**src/rtl/truth_table_sweeper.sv**
```systemverilog
// Stimulus/capture engine: sweeps every input vector of an N_IN-input function,
// captures its truth table and flags disagreement with an expected table. Optional error stats via SWEEP_ERRCNT_EN.
module truth_table_sweeper #(
    parameter int N_IN       = 4,
    parameter int SETTLE_CYC = 2
) (
    input  logic                 clk,
    input  logic                 rst_n,
    input  logic                 start,
    input  logic [2**N_IN-1:0]   exp_table,
    input  logic                 f_in,
    output logic [N_IN-1:0]      vec_out,
    output logic                 busy,
    output logic                 done,
    output logic [2**N_IN-1:0]   table_out,
    output logic                 mismatch
`ifdef SWEEP_ERRCNT_EN
    ,
    output logic [N_IN:0]        err_cnt,
    output logic [N_IN-1:0]      first_fail
`endif
);

    localparam int              TBL_W       = 2**N_IN;
    localparam logic [N_IN-1:0] LAST_VEC    = {N_IN{1'b1}};
    localparam logic [7:0]      SETTLE_LAST = 8'(SETTLE_CYC - 1);

    typedef enum logic [1:0] {
        S_IDLE,
        S_SETTLE,
        S_SAMPLE,
        S_DONE
    } state_t;

    state_t             r_state;
    state_t             w_next;
    logic [7:0]         r_cnt;
    logic [N_IN-1:0]    r_vec;
    logic [TBL_W-1:0]   r_table;
    logic               r_mismatch;
    logic               r_done;
    logic               w_start;
    logic               w_bad;

    assign w_start = (r_state == S_IDLE) && start;
    assign w_bad   = (r_state == S_SAMPLE) && (f_in != exp_table[r_vec]);

    // NOTE: sequential state uses non-blocking assignments so every register
    // samples pre-edge values regardless of block ordering.
    always_ff @(posedge clk or negedge rst_n) begin
        if (!rst_n) r_state <= S_IDLE;
        else        r_state <= w_next;
    end

    // NOTE: w_next gets a default before the case so no path infers a latch.
    always_comb begin
        w_next = r_state;
        case (r_state)
            S_IDLE:   if (start) w_next = S_SETTLE;
            S_SETTLE: if (r_cnt == SETTLE_LAST) w_next = S_SAMPLE;
            S_SAMPLE: w_next = (r_vec == LAST_VEC) ? S_DONE : S_SETTLE;
            S_DONE:   w_next = S_IDLE;
            default:  w_next = S_IDLE;
        endcase
    end

    always_ff @(posedge clk or negedge rst_n) begin
        if (!rst_n) begin
            r_cnt      <= '0;
            r_vec      <= '0;
            r_table    <= '0;
            r_mismatch <= 1'b0;
            r_done     <= 1'b0;
        end else begin
            r_done <= 1'b0;
            case (r_state)
                S_IDLE: begin
                    if (w_start) begin
                        r_cnt      <= '0;
                        r_vec      <= '0;
                        r_table    <= '0;
                        r_mismatch <= 1'b0;
                    end
                end
                S_SETTLE: r_cnt <= r_cnt + 8'd1;
                S_SAMPLE: begin
                    r_table[r_vec] <= f_in;
                    r_mismatch     <= r_mismatch | w_bad;
                    if (r_vec == LAST_VEC) begin
                        // done is registered here so it is high exactly while in DONE
                        r_done <= 1'b1;
                    end else begin
                        r_vec <= r_vec + 1'b1;
                        r_cnt <= '0;
                    end
                end
                default: ;
            endcase
        end
    end

`ifdef SWEEP_ERRCNT_EN
    localparam logic [N_IN:0] ERR_MAX = (N_IN+1)'(TBL_W);

    logic [N_IN:0]   r_err_cnt;
    logic [N_IN-1:0] r_first_fail;

    // r_mismatch is still clear on the first failing sample of a sweep
    always_ff @(posedge clk or negedge rst_n) begin
        if (!rst_n) begin
            r_err_cnt    <= '0;
            r_first_fail <= '0;
        end else if (w_start) begin
            r_err_cnt    <= '0;
            r_first_fail <= '0;
        end else if (w_bad) begin
            if (r_err_cnt != ERR_MAX) r_err_cnt <= r_err_cnt + 1'b1;
            if (!r_mismatch)          r_first_fail <= r_vec;
        end
    end

    assign err_cnt    = r_err_cnt;
    assign first_fail = r_first_fail;
`endif

    assign busy      = (r_state == S_SETTLE) || (r_state == S_SAMPLE);
    assign done      = r_done;
    assign vec_out   = r_vec;
    assign table_out = r_table;
    assign mismatch  = r_mismatch;

endmodule

```
**config.mk**
```make
export PLATFORM = sky130hd
export DESIGN_NAME = truth_table_sweeper
export DESIGN_NICKNAME = d
export VERILOG_FILES = /design/src/rtl/truth_table_sweeper.sv
export SDC_FILE = /design/constraint.sdc
export NUM_CORES = 1
export LEC_CHECK = 0
export CORE_MARGIN = 10
export CORE_UTILIZATION = 50
export CTS_CLUSTER_SIZE = 12
export DETAILED_ROUTE_END_ITERATION = 8
export PLACE_DENSITY = 0.79
export SLEW_MARGIN = 25
export SYNTH_ARGS = -nofsm -noshare
export SYNTH_HDL_FRONTEND = slang
export SYNTH_SLANG_ARGS = --single-unit
```
**constraint.sdc**
```tcl
create_clock -name clk -period 2.6 [get_ports clk]
set_input_delay 0.78 -clock clk [delete_from_list [all_inputs] [get_ports clk]]
set_output_delay 0.78 -clock clk [all_outputs]
set_load 0.02 [all_outputs]
```
==> flow_summary.toml, run 1 <==
[sta]
max_freq_ghz = 0.407
fin_crit_sh_pct = 94.4
worstMarginPinSlew_ns = 1.00
max_slew_margin_pct = 33.1
slew_viol_final = 0
tns_ns = 0
finClkSkew_ns = 0.00469
finalSetupViolations = 0
whs_ns = 0.510
layout_setup_ws_ns = 0.145
hold_viol_final = 0
rsz0062_at_grt = "false"
min_period_ns = 2.46

[placement]
dpl_cell_area_mm2 = 0.00237
globalplace.congestion = 0.762
dp.cells = 263
place_ws_ns = -0.0559
dp_hpwl_mm = 3.57
portBuffers = 42

[grt]
grtUsageTotal_pct = 15.2
antenna_found_initial = 0
grt_start_max_net_pins = 33
grt_pass1_vias = 1618
grt-ovfl-total = 0
grt_pass1_wl_mm = 7.97

[yosys]
synth_nets = 208
synthesis.area_mm2 = 0.00191
ys_ff_latch = 32
ys_seq_area_share_pct = 41.9
synth_ff_type = "dfrtp_1"
async_reset_ff_share_pct = 100
synthCells = 178
synth-edff-count = 0
syn_avg_cell_area_um2 = 10.7
synth_warnings = 0
yosysUniqueCellTypes = 35

[finish]
fin_area_mm2 = 0.00246
fin_nets = 252
utilization_pct = 66.7
drive_gt1_share_pct = 16.1
final_cells = 271
antenna_cells = 0
syn2layout_area_growth_pct = 28.7
fillers = 313

[setup_path]
cp-end-kind = "primary output"
cp_data_required_time_ns = 1.82
r2r_slack_ns = 0.31
max_stage_delay_ns = 0.60
crit_path_start = "r_state[0]"
path_class = "reg2out"
rr_worst_depth = 6
worstPathCellList = "inv_1 > ha_1 > clkdlybuf4s50_1"
critical_path_arrival_ns = 1.68
crit_family = "buffers and inverters"
slowest_stage = "clkdlybuf4s50_1"
startpoint_type = "flip-flop"
cp_max_fo = 4
r2r_end = "r_cnt[3]"
path_buf_inv = 2
r2r-start = "vec_out[0]"

[route]
first_iter_violations = 70
routed-via-count = 1549
drtPass1Iterations = 4
drt-total-wl_mm = 4.94
viasPerCell = 5.72
drc = 0
avgRoutedWirePerCell_um = 18.2
ant_nets = 0

[floorplanning]
coreArea_mm2 = 0.00369
die_w_um = 81.8
rows = 22
fp.dieArea_mm2 = 0.00670
io_pins = 43
initial_core_util_pct = 51.8
fp.dieH_um = 81.8

[clock_tree]
clockRootBuffer = "clkbuf_8"
cts_setup_buffers = 0
cts_max_level = 2
clk_path_buf_depth = 2
cts_sinks = 32
clk_pin_slew_ns = 0.06
numCtsBuffers = 5
postCtsResizedCells = 0
cts_tree = "built"
clock_latency_ns = 0.28
ctsHoldBuffers = 0

[outcome]
outcome = "completed"

[hold_path]
min_path_type = "reg2reg"
worstHoldStart = "r_cnt[6]"
whs_path_depth = 1
hold_end = "r_cnt[6]"

[pwr]
ir_drop_mv = 0.597
p_leak_nw = 1.10
power_mw = 1.82
power_density_mw_per_mm2 = 739

[job]
max_cap_violations = 0
-- power by group --
part           leakage, nW  total (mW)  switching [mW]  internal, mW
logic                0.609       0.790           0.448         0.343
registers            0.442       0.637          0.0853         0.551
clock network       0.0455       0.392           0.176         0.216
total                 1.10        1.82           0.709          1.11
-- sequential cells by signal, summed over array words and instances (netlist names) --
register   flops
vec_out        4
r_cnt          8
done           1
table_out     16
mismatch       1
r_state        2
-- synthesized netlist by cell type (2+ instances only) --
master / n / area share [%]
dfrtp_1: 32 / 42
nand2_1: 23 / 4.5
a22o_1: 18 / 8.2
mux2_2: 17 / 10
o21ai_0: 13 / 3.4
ha_1: 10 / 6.5
inv_1: 8 / 1.6
nand3_1: 8 / 2.1
nor2b_1: 5 / 1.6
o31ai_1: 5 / 2.0
clkbuf_1: 4 / 0.79
mux4_2: 4 / 4.7
a21o_1: 3 / 1.2
and2_1: 3 / 0.98
nor2_1: 3 / 0.59
a22oi_1: 2 / 0.79
buf_2: 2 / 0.52
-- layer usage --
layer  wire (um)  global-route usage (%)  share of wire [%]
met2        2560                    25.8                 52
met4          52                    4.59                1.1
met1        2010                    17.6                 41
met5           0                       0                  0
met3         322                    5.35                6.5
-- area by class of cell --
class | count | area, um2 | area share (%)
Inverter | 9 | 35.0 | 1.42
Tap cell | 48 | 60.1 | 2.44
Sequential cell | 32 | 801 | 32.5
Multi-Input combinational cell | 129 | 1030 | 41.9
Clock buffer | 8 | 90.1 | 3.66
Timing Repair Buffer | 45 | 443 | 18.0
-- worst register-to-register path: stages, from the launching register on --
cell	delay (ns)
dfrtp_1	0.55
ha_1	0.40
and4_4	0.26
or3_1	0.50
clkinv_2	0.15
nand2_4	0.08
o31ai_1	0.26
-- cell families after synthesis --
group                      Yosys count  synth area share [%]
AOI/OAI and AO/OA                   45                  17.5
xor gates and xnor gates             1                 0.458
adders and majority gates           10                  6.54
buffers and inverters               17                  4.12
DFF                                 32                  41.9
muxes                               22                  15.9
and+or+nand+nor                     51                  13.5
-- layout by cell type, fill, tap and decap left out, drive strengths merged, types with 2 or more instances in the layout --
cell           instances
nor2                   3
nand2                 24
and3                   2
o31ai                  5
nor2b                  5
a22oi                  2
clkbuf                 8
o21ai                 13
mux2                  17
buf                    3
mux4                   4
clkdlybuf4s50         42
a21o                   3
a22o                  18
inv                    8
nand3                  8
dfrtp                 32
and2                   3
ha                    10
-- worst max path at each step --
stage	end	slack [ns]	depth (start not counted)
floorplan	r_cnt[7]	0.65	7
global placement	table_out[1]	0.01	5
detailed placement	table_out[9]	-0.06	5
CTS	busy	0.13	3
global route	busy	0.07	3
finish	busy	0.14	3
Power figures use the tool's default switching activity.
==> run 2, diff against run 1 <==
--- a/config.mk
+++ b/config.mk
@@ -9,6 +9,7 @@
 export CORE_UTILIZATION = 50
 export CTS_CLUSTER_SIZE = 12
 export DETAILED_ROUTE_END_ITERATION = 8
+export GPL_TIMING_DRIVEN = 0
 export PLACE_DENSITY = 0.79
 export SLEW_MARGIN = 25
 export SYNTH_ARGS = -nofsm -noshare
==> flow_summary.toml, run 2 (synthesized netlist as in run 1, its figures left out) <==
[outcome]
outcome = "completed"

[pwr]
pwr-share-seq_pct = 33.1
clockPowerShare_pct = 21.4
p_leak_nw = 1.13
ir_drop_mv = 0.391
combPwrFrac_pct = 45.5
p_sw_share_pct = 39.5
power_mw = 1.87
power.internal_mw = 1.13
switchingPower_uw = 736
power_density_mw_per_mm2 = 744

[route]
routed-via-count = 1587
ant_nets = 0
drt-total-wl_mm = 5.02
drc = 0
drtPass1Iterations = 4
viasPerCell = 5.73
avgRoutedWirePerCell_um = 18.1
first_iter_violations = 84

[placement]
dp.cells = 269
portBuffers = 42
dp_hpwl_mm = 3.85
globalplace.congestion = 0.780

[clock_tree]
clk_pin_slew_ns = 0.07
ctsHoldBuffers = 0
cts_setup_buffers = 0
postCtsResizedCells = 0
cts_tree = "built"
clockRootBuffer = "clkbuf_8"
numCtsBuffers = 5
cts_sinks = 32
clk_path_buf_depth = 2
cts_max_level = 2
clock_latency_ns = 0.28

[sta]
max_freq_ghz = 0.407
tns_ns = 0
finalSetupViolations = 0
max_slew_margin_pct = 68.0
finClkSkew_ns = 0.00407
min_period_ns = 2.46
worstMarginPinSlew_ns = 0.480
hold_viol_final = 0
rsz0062_at_grt = "false"
fin_crit_sh_pct = 94.5
slew_viol_final = 0

[finish]
final_common_cell = "clkdlybuf4s50_1"
fin_nets = 258
antenna_cells = 0
utilization_pct = 68.0
final_cells = 277
syn2layout_area_growth_pct = 31.2
most-common-layout-cells = "41 x clkdlybuf4s50_1, 32 x dfrtp_1, 23 x nand2_1, 18 x a22o_1, 17 x mux2_2"
drive_gt1_share_pct = 17.9
largest_reg_flops = 16

[floorplanning]
fp.dieH_um = 81.8
rows = 22
coreArea_mm2 = 0.00369
die_w_um = 81.8
io_pins = 43
initial_core_util_pct = 51.8
fp.dieArea_mm2 = 0.00670

[setup_path]
cp_max_fo = 5
critical_path_arrival_ns = 1.68
cp-end-kind = "primary output"
cp_data_required_time_ns = 1.82
path_class = "reg2out"
startpoint_type = "flip-flop"

[grt]
grt_pass1_vias = 1754
grt-ovfl-total = 0
grt_pass1_wl_mm = 8.44
grt_start_max_net_pins = 20
antenna_found_initial = 0
grtUsageTotal_pct = 15.8

[hold_path]
min_path_type = "in2async"

[job]
max_cap_violations = 0
## run 2: cell types whose count changed in the layout (fill, tap and decap cells not counted)
cell,change
buf_2,+3
buf_4,-2
clkbuf_1,+2
clkinv_2,+2
buf_16,+1
buf_6,+1
clkdlybuf4s50_1,-1
## run 2: per-stage QoR
step	cell area, um2	hold WS, ns	setup WS, ns
finish	2510	0.402	0.144
floorplan	1910	0.469	0.654
CTS	2510	0.408	0.127
global placement	2390	0.488	0.128
global route	2510	0.420	0.0694
detailed placement	2410	0.512	0.0932
## run 2: final timing paths
kind,end,slack (ns),start,cells after the start
setup / recovery,busy,0.14,r_state[1],3
setup reg to reg,r_cnt[6],0.48,vec_out[1],7
hold / removal,r_cnt[2],0.40,rst_n,1
max in group asynchronous,vec_out[2],1.77,rst_n,2
min in group clk,table_out[2],0.53,table_out[2],1
hold reg to reg,table_out[2],0.53,table_out[2],1
## run 2: power by group through the flow
| stage | sequential [mW] | combinational, mW | clock, mW |
|---|---|---|---|
| floorplan | 0.641 | 0.557 | 0 |
| global placement | 0.618 | 0.809 | 0 |
| detailed placement | 0.626 | 0.852 | 0 |
| CTS | 0.617 | 0.856 | 0.405 |
| global route | 0.627 | 0.937 | 0.429 |
| finish | 0.618 | 0.849 | 0.399 |
## run 2: metal layers
metal | track usage, % | wire length, um | share of wire [%]
met1 | 18.6 | 2030 | 40
met5 | 0 | 0 | 0
met4 | 4.25 | 56 | 1.1
met2 | 27.0 | 2640 | 52
met3 | 5.02 | 302 | 6.0
## run 2: final cells by class
| class | count | area, um2 |
|---|---|---|
| fillers | 297 | 1180 |
| multi-input cells | 129 | 1030 |
| flip-flops and latches | 32 | 801 |
| repair buffers | 43 | 443 |
| clock buffers | 6 | 82.6 |
| well taps | 48 | 60.1 |
| plain buffers | 8 | 43.8 |
| inverters | 9 | 35.0 |
| clock inverters | 2 | 10.0 |
## run 2: worst max-delay path, stage by stage, from the launching register on
cell             delay (ns)
dfrtp_1                0.43
inv_1                  0.09
ha_1                   0.28
clkdlybuf4s50_1        0.60
==> run 3, diff against run 2 <==
--- a/config.mk
+++ b/config.mk
@@ -11,6 +11,7 @@
 export DETAILED_ROUTE_END_ITERATION = 8
 export GPL_TIMING_DRIVEN = 0
 export PLACE_DENSITY = 0.79
+export REMOVE_ABC_BUFFERS = 1
 export SLEW_MARGIN = 25
 export SYNTH_ARGS = -nofsm -noshare
 export SYNTH_HDL_FRONTEND = slang
==> flow_summary.toml, run 3 (synthesized netlist as in run 1, its figures left out) <==
[outcome]
outcome = "completed"

[setup_path]
crit_path_start = "r_state[0]"
rr_worst_depth = 6
r2r-start = "vec_out[0]"
startpoint_type = "flip-flop"
critical_path_arrival_ns = 1.66
cp_data_required_time_ns = 1.82
cp-end-kind = "primary output"
cp_max_fo = 4
path_class = "reg2out"

[floorplanning]
die_w_um = 81.8
fp.dieH_um = 81.8
fp.dieArea_mm2 = 0.00670
initial_core_util_pct = 51.8
rows = 22
coreArea_mm2 = 0.00369
io_pins = 43

[clock_tree]
clk_path_buf_depth = 2
cts_sinks = 32
cts_tree = "built"
clock_latency_ns = 0.28
clk_pin_slew_ns = 0.07
numCtsBuffers = 5
clockRootBuffer = "clkbuf_8"
cts_max_level = 2
ctsHoldBuffers = 0

[pwr]
switchingPower_uw = 737
power_mw = 1.87
power.internal_mw = 1.13
power_density_mw_per_mm2 = 759
p_sw_share_pct = 39.5
ir_drop_mv = 0.654
p_leak_nw = 1.09
pwr-share-seq_pct = 33.9
combPwrFrac_pct = 43.5
clockPowerShare_pct = 22.5

[hold_path]
min_path_type = "reg2reg"
whs_path_depth = 1
worstHoldStart = "r_cnt[5]"

[sta]
hold_viol_final = 0
slew_viol_final = 0
worstMarginPinSlew_ns = 0.763
max_slew_margin_pct = 48.2
max_freq_ghz = 0.409
finClkSkew_ns = 0.00737
finalSetupViolations = 0
rsz0062_at_grt = "false"
min_period_ns = 2.44
layout_setup_ws_ns = 0.155
fin_crit_sh_pct = 94.0

[finish]
utilization_pct = 66.7
most-common-layout-cells = "41 x clkdlybuf4s50_1, 32 x dfrtp_1, 23 x nand2_1, 18 x a22o_1, 17 x mux2_2"
largest_reg_flops = 16
drive_gt1_share_pct = 17.3
antenna_cells = 0
syn2layout_area_growth_pct = 28.6
fin_nets = 250
final_common_cell = "clkdlybuf4s50_1"

[placement]
dp_hpwl_mm = 3.53
place_ws_ns = -0.413
portBuffers = 42
globalplace.congestion = 0.826

[route]
drc = 0
avgRoutedWirePerCell_um = 19.1
drt-total-wl_mm = 5.13
drtPass1Iterations = 4
viasPerCell = 5.98
routed-via-count = 1602
first_iter_violations = 126
ant_nets = 0

[grt]
grtUsageMet2_pct = 27.1
grt_pass1_wl_mm = 8.05
use_met1_pct = 17.8
grtUsageTotal_pct = 15.3
use_met3_pct = 3.82
antenna_found_initial = 0
grt_pass1_vias = 1646
grt_start_max_net_pins = 33
grt-ovfl-total = 0
busiest_layer = "met2"

[job]
max_cap_violations = 0
## run 3: path summary, 6_finish.rpt
path                            slack (ns)       endpoint
worst max-delay path                  0.16           busy
worst min-delay path                  0.53       r_cnt[5]
worst max register to register        0.30       r_cnt[4]
worst min register to register        0.53       r_cnt[5]
max in group asynchronous             1.59       r_cnt[7]
min in group asynchronous             0.54  table_out[10]
## run 3: power groups by stage
| stage | sequential (mW) | clock [mW] | combinational, mW |
|---|---|---|---|
| after floorplan | 0.658 | 0 | 0.492 |
| after CTS | 0.633 | 0.421 | 0.781 |
| after detailed placement | 0.643 | 0 | 0.765 |
| final | 0.634 | 0.420 | 0.812 |
| after global placement | 0.634 | 0 | 0.732 |
| after global routing | 0.649 | 0.442 | 0.889 |
## run 3: metrics by stage
stage	setup TNS (ns)	hold WS [ns]	area, um2	std cells
2_1_floorplan	0	0.469	1870	170
3_3_place_gp	-4.29	0.498	2350	260
4_1_cts	0	0.521	2440	267
3_5_place_dp	-6.46	0.512	2340	260
5_1_grt	0	0.556	2460	268
6_report	0	0.535	2460	268
## run 3: worst max-delay path: stages, from the launching register on
cell             delay, ns
dfrtp_1               0.40
inv_1                 0.10
ha_1                  0.28
clkdlybuf4s50_1       0.60
## run 3: timing repair
action	4_1_cts	5_1_grt
hold endpoints to repair	0	0
endpoints found under the setup margin	16	15
setup buffers	0	0
resized for setup	2	0
gates cloned	0	1
## run 3: cell type report
type	count	area, um2
Clock buffer	7	96.3
Fill cell	294	1230
Inverter	9	35.0
Multi-Input combinational cell	130	1050
Sequential cell	32	801
Tap cell	48	60.1
Timing Repair Buffer	42	415
## run 3: layer usage
metal	wire length, um	vias to the layer above
met2	2630	45
li1	-	737
met5	0	-
met4	59	0
met1	2200	812
met3	236	8
